===== src/rtl/hls_out_bridge.sv =====
// ---------------------------------------------------------------------------
// hls_out_bridge
//
// Bridges an HLS ap_fifo output stream into a Xillybus 32-bit read FIFO
// port through a DEPTH-word circular buffer.
//
// Optional feature macro: HLS_OUT_EOF_EN
//   When defined, an IDLE/STREAM/DRAIN/EOF state machine drives
//   user_r_read_32_eof after hls_done once the buffer has drained.
//   When undefined, eof is tied low and hls_done is ignored.
//
// Parameters
//   DEPTH                 buffer depth in 32-bit words (power of two, 4..512)
//
// Ports
//   bus_clk               sole clock, rising edge
//   rst_n                 asynchronous active-low reset
//   out_r_din     [31:0]  HLS write data
//   out_r_write           HLS write strobe (taken when out_r_full_n=1)
//   out_r_full_n          space available to HLS (always 1 while closed)
//   hls_done              one-cycle end-of-stream pulse from HLS
//   user_r_read_32_rden   host read request
//   user_r_read_32_empty  no word available to the host
//   user_r_read_32_data   registered read data
//   user_r_read_32_eof    end of file to the host
//   user_r_read_32_open   host has the device file open
//   words_sent    [31:0]  words delivered since the last open
// ---------------------------------------------------------------------------
module hls_out_bridge #(
    parameter int unsigned DEPTH = 16
) (
    input  logic        bus_clk,
    input  logic        rst_n,
    input  logic [31:0] out_r_din,
    input  logic        out_r_write,
    output logic        out_r_full_n,
    input  logic        hls_done,
    input  logic        user_r_read_32_rden,
    output logic        user_r_read_32_empty,
    output logic [31:0] user_r_read_32_data,
    output logic        user_r_read_32_eof,
    input  logic        user_r_read_32_open,
    output logic [31:0] words_sent
);

    localparam int unsigned AW = $clog2(DEPTH);
    localparam int unsigned CW = AW + 1;
    localparam logic [CW-1:0] FULL_CNT = CW'(DEPTH);

    logic [31:0]   mem [DEPTH];
    logic [AW-1:0] wptr;
    logic [AW-1:0] rptr;
    logic [CW-1:0] count;
    logic [31:0]   rd_data_q;
    logic [31:0]   sent_q;

    logic          wr_acc;
    logic          wr_store;
    logic          rd_acc;
    logic          stream_ok;
    logic          eof_state;

    // A closed file reports space so HLS never stalls; those words are
    // swallowed because wr_store also requires open.
    assign out_r_full_n = (count < FULL_CNT) || !user_r_read_32_open;

    assign user_r_read_32_empty = (count == '0) || !user_r_read_32_open || eof_state;

    assign wr_acc   = out_r_write && out_r_full_n;
    assign wr_store = wr_acc && user_r_read_32_open && stream_ok;
    assign rd_acc   = user_r_read_32_rden && !user_r_read_32_empty;

    assign user_r_read_32_data = rd_data_q;
    assign words_sent          = sent_q;

`ifdef HLS_OUT_EOF_EN
    typedef enum logic [1:0] {
        IDLE,
        STREAM,
        DRAIN,
        EOF
    } state_t;

    state_t state;
    logic   eof_q;

    always_ff @(posedge bus_clk or negedge rst_n) begin
        if (!rst_n) begin
            state <= IDLE;
            eof_q <= 1'b0;
        end else if (!user_r_read_32_open) begin
            state <= IDLE;
            eof_q <= 1'b0;
        end else begin
            case (state)
                // open is known high here; hls_done in IDLE is ignored
                IDLE: begin
                    state <= STREAM;
                end
                STREAM: begin
                    if (hls_done) begin
                        state <= DRAIN;
                    end
                end
                DRAIN: begin
                    if (count == '0 && !out_r_write) begin
                        state <= EOF;
                        eof_q <= 1'b1;
                    end
                end
                EOF: begin
                    state <= EOF;
                end
                default: begin
                    state <= IDLE;
                    eof_q <= 1'b0;
                end
            endcase
        end
    end

    // Words arriving after hls_done are accepted but not buffered.
    assign stream_ok          = (state == IDLE) || (state == STREAM);
    assign eof_state          = eof_q;
    assign user_r_read_32_eof = eof_q;
`else
    logic unused_hls_done;

    assign unused_hls_done    = hls_done;
    assign stream_ok          = 1'b1;
    assign eof_state          = 1'b0;
    assign user_r_read_32_eof = 1'b0;
`endif

    // Buffer storage carries no reset; validity is tracked by count.
    always_ff @(posedge bus_clk) begin
        if (wr_store) begin
            mem[wptr] <= out_r_din;
        end
    end

    always_ff @(posedge bus_clk or negedge rst_n) begin
        if (!rst_n) begin
            wptr      <= '0;
            rptr      <= '0;
            count     <= '0;
            rd_data_q <= '0;
            sent_q    <= '0;
        end else if (!user_r_read_32_open) begin
            // Holding the clear while closed also covers the open falling edge.
            wptr   <= '0;
            rptr   <= '0;
            count  <= '0;
            sent_q <= '0;
        end else begin
            if (wr_store) begin
                wptr <= wptr + AW'(1);
            end
            if (rd_acc) begin
                rptr      <= rptr + AW'(1);
                rd_data_q <= mem[rptr];
                sent_q    <= sent_q + 32'd1;
            end
            case ({wr_store, rd_acc})
                2'b10:   count <= count + CW'(1);
                2'b01:   count <= count - CW'(1);
                default: count <= count;
            endcase
        end
    end

endmodule


===== config.mk =====
export PLATFORM = sky130hd
export DESIGN_NAME = hls_out_bridge
export DESIGN_NICKNAME = d
export VERILOG_FILES = /design/src/rtl/hls_out_bridge.sv
export SDC_FILE = /design/constraint.sdc
export NUM_CORES = 1
export LEC_CHECK = 0
export ABC_CLOCK_PERIOD_IN_PS = 2800
export CAP_MARGIN = 20
export CORE_ASPECT_RATIO = 1.2
export CORE_UTILIZATION = 54
export CTS_CLUSTER_DIAMETER = 150
export DETAILED_ROUTE_END_ITERATION = 6
export GPL_ROUTABILITY_DRIVEN = 0
export MAX_ROUTING_LAYER = met4
export PLACE_DENSITY = 0.84
export SYNTH_ARGS = -nofsm -noshare
export SYNTH_HDL_FRONTEND = slang
export SYNTH_SLANG_ARGS = --single-unit

===== constraint.sdc =====
create_clock -name bus_clk -period 2.8 [get_ports bus_clk]
set_input_delay 0.56 -clock bus_clk [delete_from_list [all_inputs] [get_ports bus_clk]]
set_output_delay 0.56 -clock bus_clk [all_outputs]
set_load 0.01 [all_outputs]

==> results.md <==
* Status: complete, no violations
* Max Fclk at 380 MHz
* Port Buf Inserts at between 100 and 150
* Number of synthesized register bits at between 500 and 600
* Final setup vio count at 0
* Syn Nets at 1,173
* GR Overflow Total at 0
* Fraction of final layout cells sized beyond drive strength 1 at between 20 and 25%
* Async SR Flop Fraction at between 10% and 20%
* Syn Inst Count at roughly 1,100
* Most frequent cells after synthesis: edfxtp_1, mux4_2, mux2i_1
* Leakage at 8.79 nW
* Critical path class: reg2out
* Critical path required time at ~2.2 ns
* Vias per cell at between 6 and 7
* # IOs at roughly 110
* Hold slack at about 0.012 ns
* Vias at between 10,000 and 15,000
* Die span in y at 227 µm
* CP endpoint kind: output pin
* First-pass GRT wire length at between 70 and 80 mm
* Fill cell count at approximately 2,600
* Period utilization at between 90% and 100%
* EDFF count, synth at between 500 and 600
* Total CTS buffers at 52
* Post-CTS setup buffer count at 0
* Worst skew pair latency at between 0.5 and 0.6 ns
* Post-Synthesis Cell Area at around 0.023 mm²
* CTS sink cnt at just under 600
* Drt initial violations at between 1,000 and 1,500
* Hold_buf cts at 0
* Relative slew slack at 57.6%
* Area grow syn2layout at 17.9%
* DIE AREA at about 0.043 mm²
* Starting density of the core at between 50% and 60%
* Fin. max-slew vios at 0
* Main synth FF type: edfxtp_1
* Max_cap viols at 0
* Crit-path max FO at 5
* Unrepaired setup endpoints after global routing: false
* Worst hold path type: in2async
* Top cell type's share of synthesized area at 67.2%
* Post-synthesis average cell area at 20.3 µm²
* Number of distinct library cells after synthesis at between 40 and 50
* DRT Wirelength at around 52 mm
* Post-layout util at between 60% and 70%
* Root buf cell: clkbuf_16
* Tot GR Track Use at roughly a quarter
* Post-DRT Antenna Nets at 0
* Power per cell area at about 730 mW/mm²
* Critical path arrival at around 2.1 ns
* Initial antenna violation count at 1
* Wire per inst at roughly 28 µm
* Count of nets after finishing at 1,342
* Worst Clk Skew at about 0.019 ns
* Final Hold Vio Count at 0
* Worst-path clk slew at roughly 0.060 ns
* Largest cells by area after synthesis: edfxtp_1, mux4_2, dfrtp_1, mux2i_1, o221ai_1
* Yosys warnings at 0
* Startpoint Class: register
* Top-count cell post-synth: edfxtp_1
* Clock Tree Buf Depth at 3
* Site Rows at 82
* First drt pass iteration count at 5
* Maximum vdd drop at 640 µV
* Setup_tns at 0 ns
* Largest net degree at the start of global routing at 57
* Post-DP HPWL at between 20 and 30 mm
* DRC Markers at 0
* Core Region at around 0.042 mm²
* CTS tree: built
* Slew @ Worst Pin at 0.636 ns
* Fin crit period at 2.63 ns
* Vias in the first global route at 12,700
* CTS H-tree lvls at 2
* Synth area leader: edfxtp_1
* Die extent in x at approximately 190 µm
* Post-synthesis sequential area ratio at approximately three quarters
==> routing by layer <==
layer	wire length, µm	part of all wire (%)	vias to the layer above	GRT usage, %
met2	27700	53	610	44.0
met5	0	0	-	-
met3	3810	7.3	119	3.95
met1	19200	37	6336	31.7
li1	-	-	4941	-
met4	1450	2.8	0	9.00
==> cell families (layout without fill, tap and decap cells) <==
group / after synthesis / after routing / synth area share [%]
flip-flops: 589 / 589 / 75.7
multiplexers: 208 / 208 / 16.1
AND/OR/NAND/NOR: 175 / 175 / 3.62
buffers and inverters: 65 / 278 / 1.24
AO/OA/AOI/OAI: 57 / 57 / 2.00
XOR/XNOR: 20 / 20 / 0.766
adder cells (fa/ha/maj): 10 / 10 / 0.580
other: 1 / 2 / 0.0164
==> cell usage in the layout (no fill, tap or decap), drive strengths merged, types with 6 or more instances in the layout <==
cell type and n:
nand2b 6, xor2 8, nor2 40, nand3 19, clkdlybuf4s50 100, bufinv 6, and4 6, mux4 128
o21ai 8, clkinv 14, edfxtp 512, nand2 70, xnor2 12, dfrtp 77, nand4 15, ha 9
buf 70, inv 11, mux2i 79, clkbuf 76, o221ai 32
==> where the power goes <==
part | total (W) | switching [W] | internal, W
clock network | 0.00729 | 0.00306 | 0.00423
registers | 0.0102 | 0.000300 | 0.00985
logic | 0.00227 | 0.00112 | 0.00115
==> stage by stage <==
stage,power [W],worst slack [ns],area (µm²),std cells
CTS,0.0198,0.138,27000,1884
finish,0.0197,0.170,27000,1885
detailed placement,0.0126,-0.000957,25200,1786
global route,0.0203,0.0607,27000,1885
floorplan,0.0114,-0.451,22900,1125
global placement,0.0125,-0.000688,25200,1786
==> worst max-delay path: stages, from the launching register on <==
cell,delay (ns)
dfrtp_1,0.42
or4_4,0.60
o21ai_1,0.19
dlygate4sd2_1,0.29
==> sequential cells by signal (all words and copies together), names as in the netlist <==
name,flops
mem,512
user_r_read_32_data,32
words_sent,32
count,5
rptr,4
wptr,4
==> final cells by class <==
cell class / instances / area [µm²] / area share [%]
repair buffers: 171 / 1790 / 6.62
well taps: 546 / 683 / 2.53
multi-input cells: 471 / 5400 / 20.0
inverters: 9 / 33.8 / 0.125
flip-flops and latches: 589 / 17300 / 64.2
diodes: 1 / 2.50 / 0.00928
clock buffers: 76 / 1480 / 5.50
clock inverters: 22 / 260 / 0.965
==> what timing repair did <==
action                     CTS  global route
setup endpoints to repair    1             0
hold endpoints to repair     0             0
gates resized for setup      1             0
==> worst paths after layout <==
check	endpoint	slack, ns	startpoint	depth (start not counted)
setup / recovery	user_r_read_32_empty	0.17	count[1]	3
hold / removal	user_r_read_32_data[5]	0.01	rst_n	1
setup reg to reg	count[4]	0.35	count[0]	10
hold reg to reg	words_sent[31]	0.48	words_sent[31]	1
max in group asynchronous	user_r_read_32_data[19]	2.08	rst_n	2
min in group bus_clk	words_sent[31]	0.48	words_sent[31]	1
No activity file was read; power rests on OpenSTA's default activity.
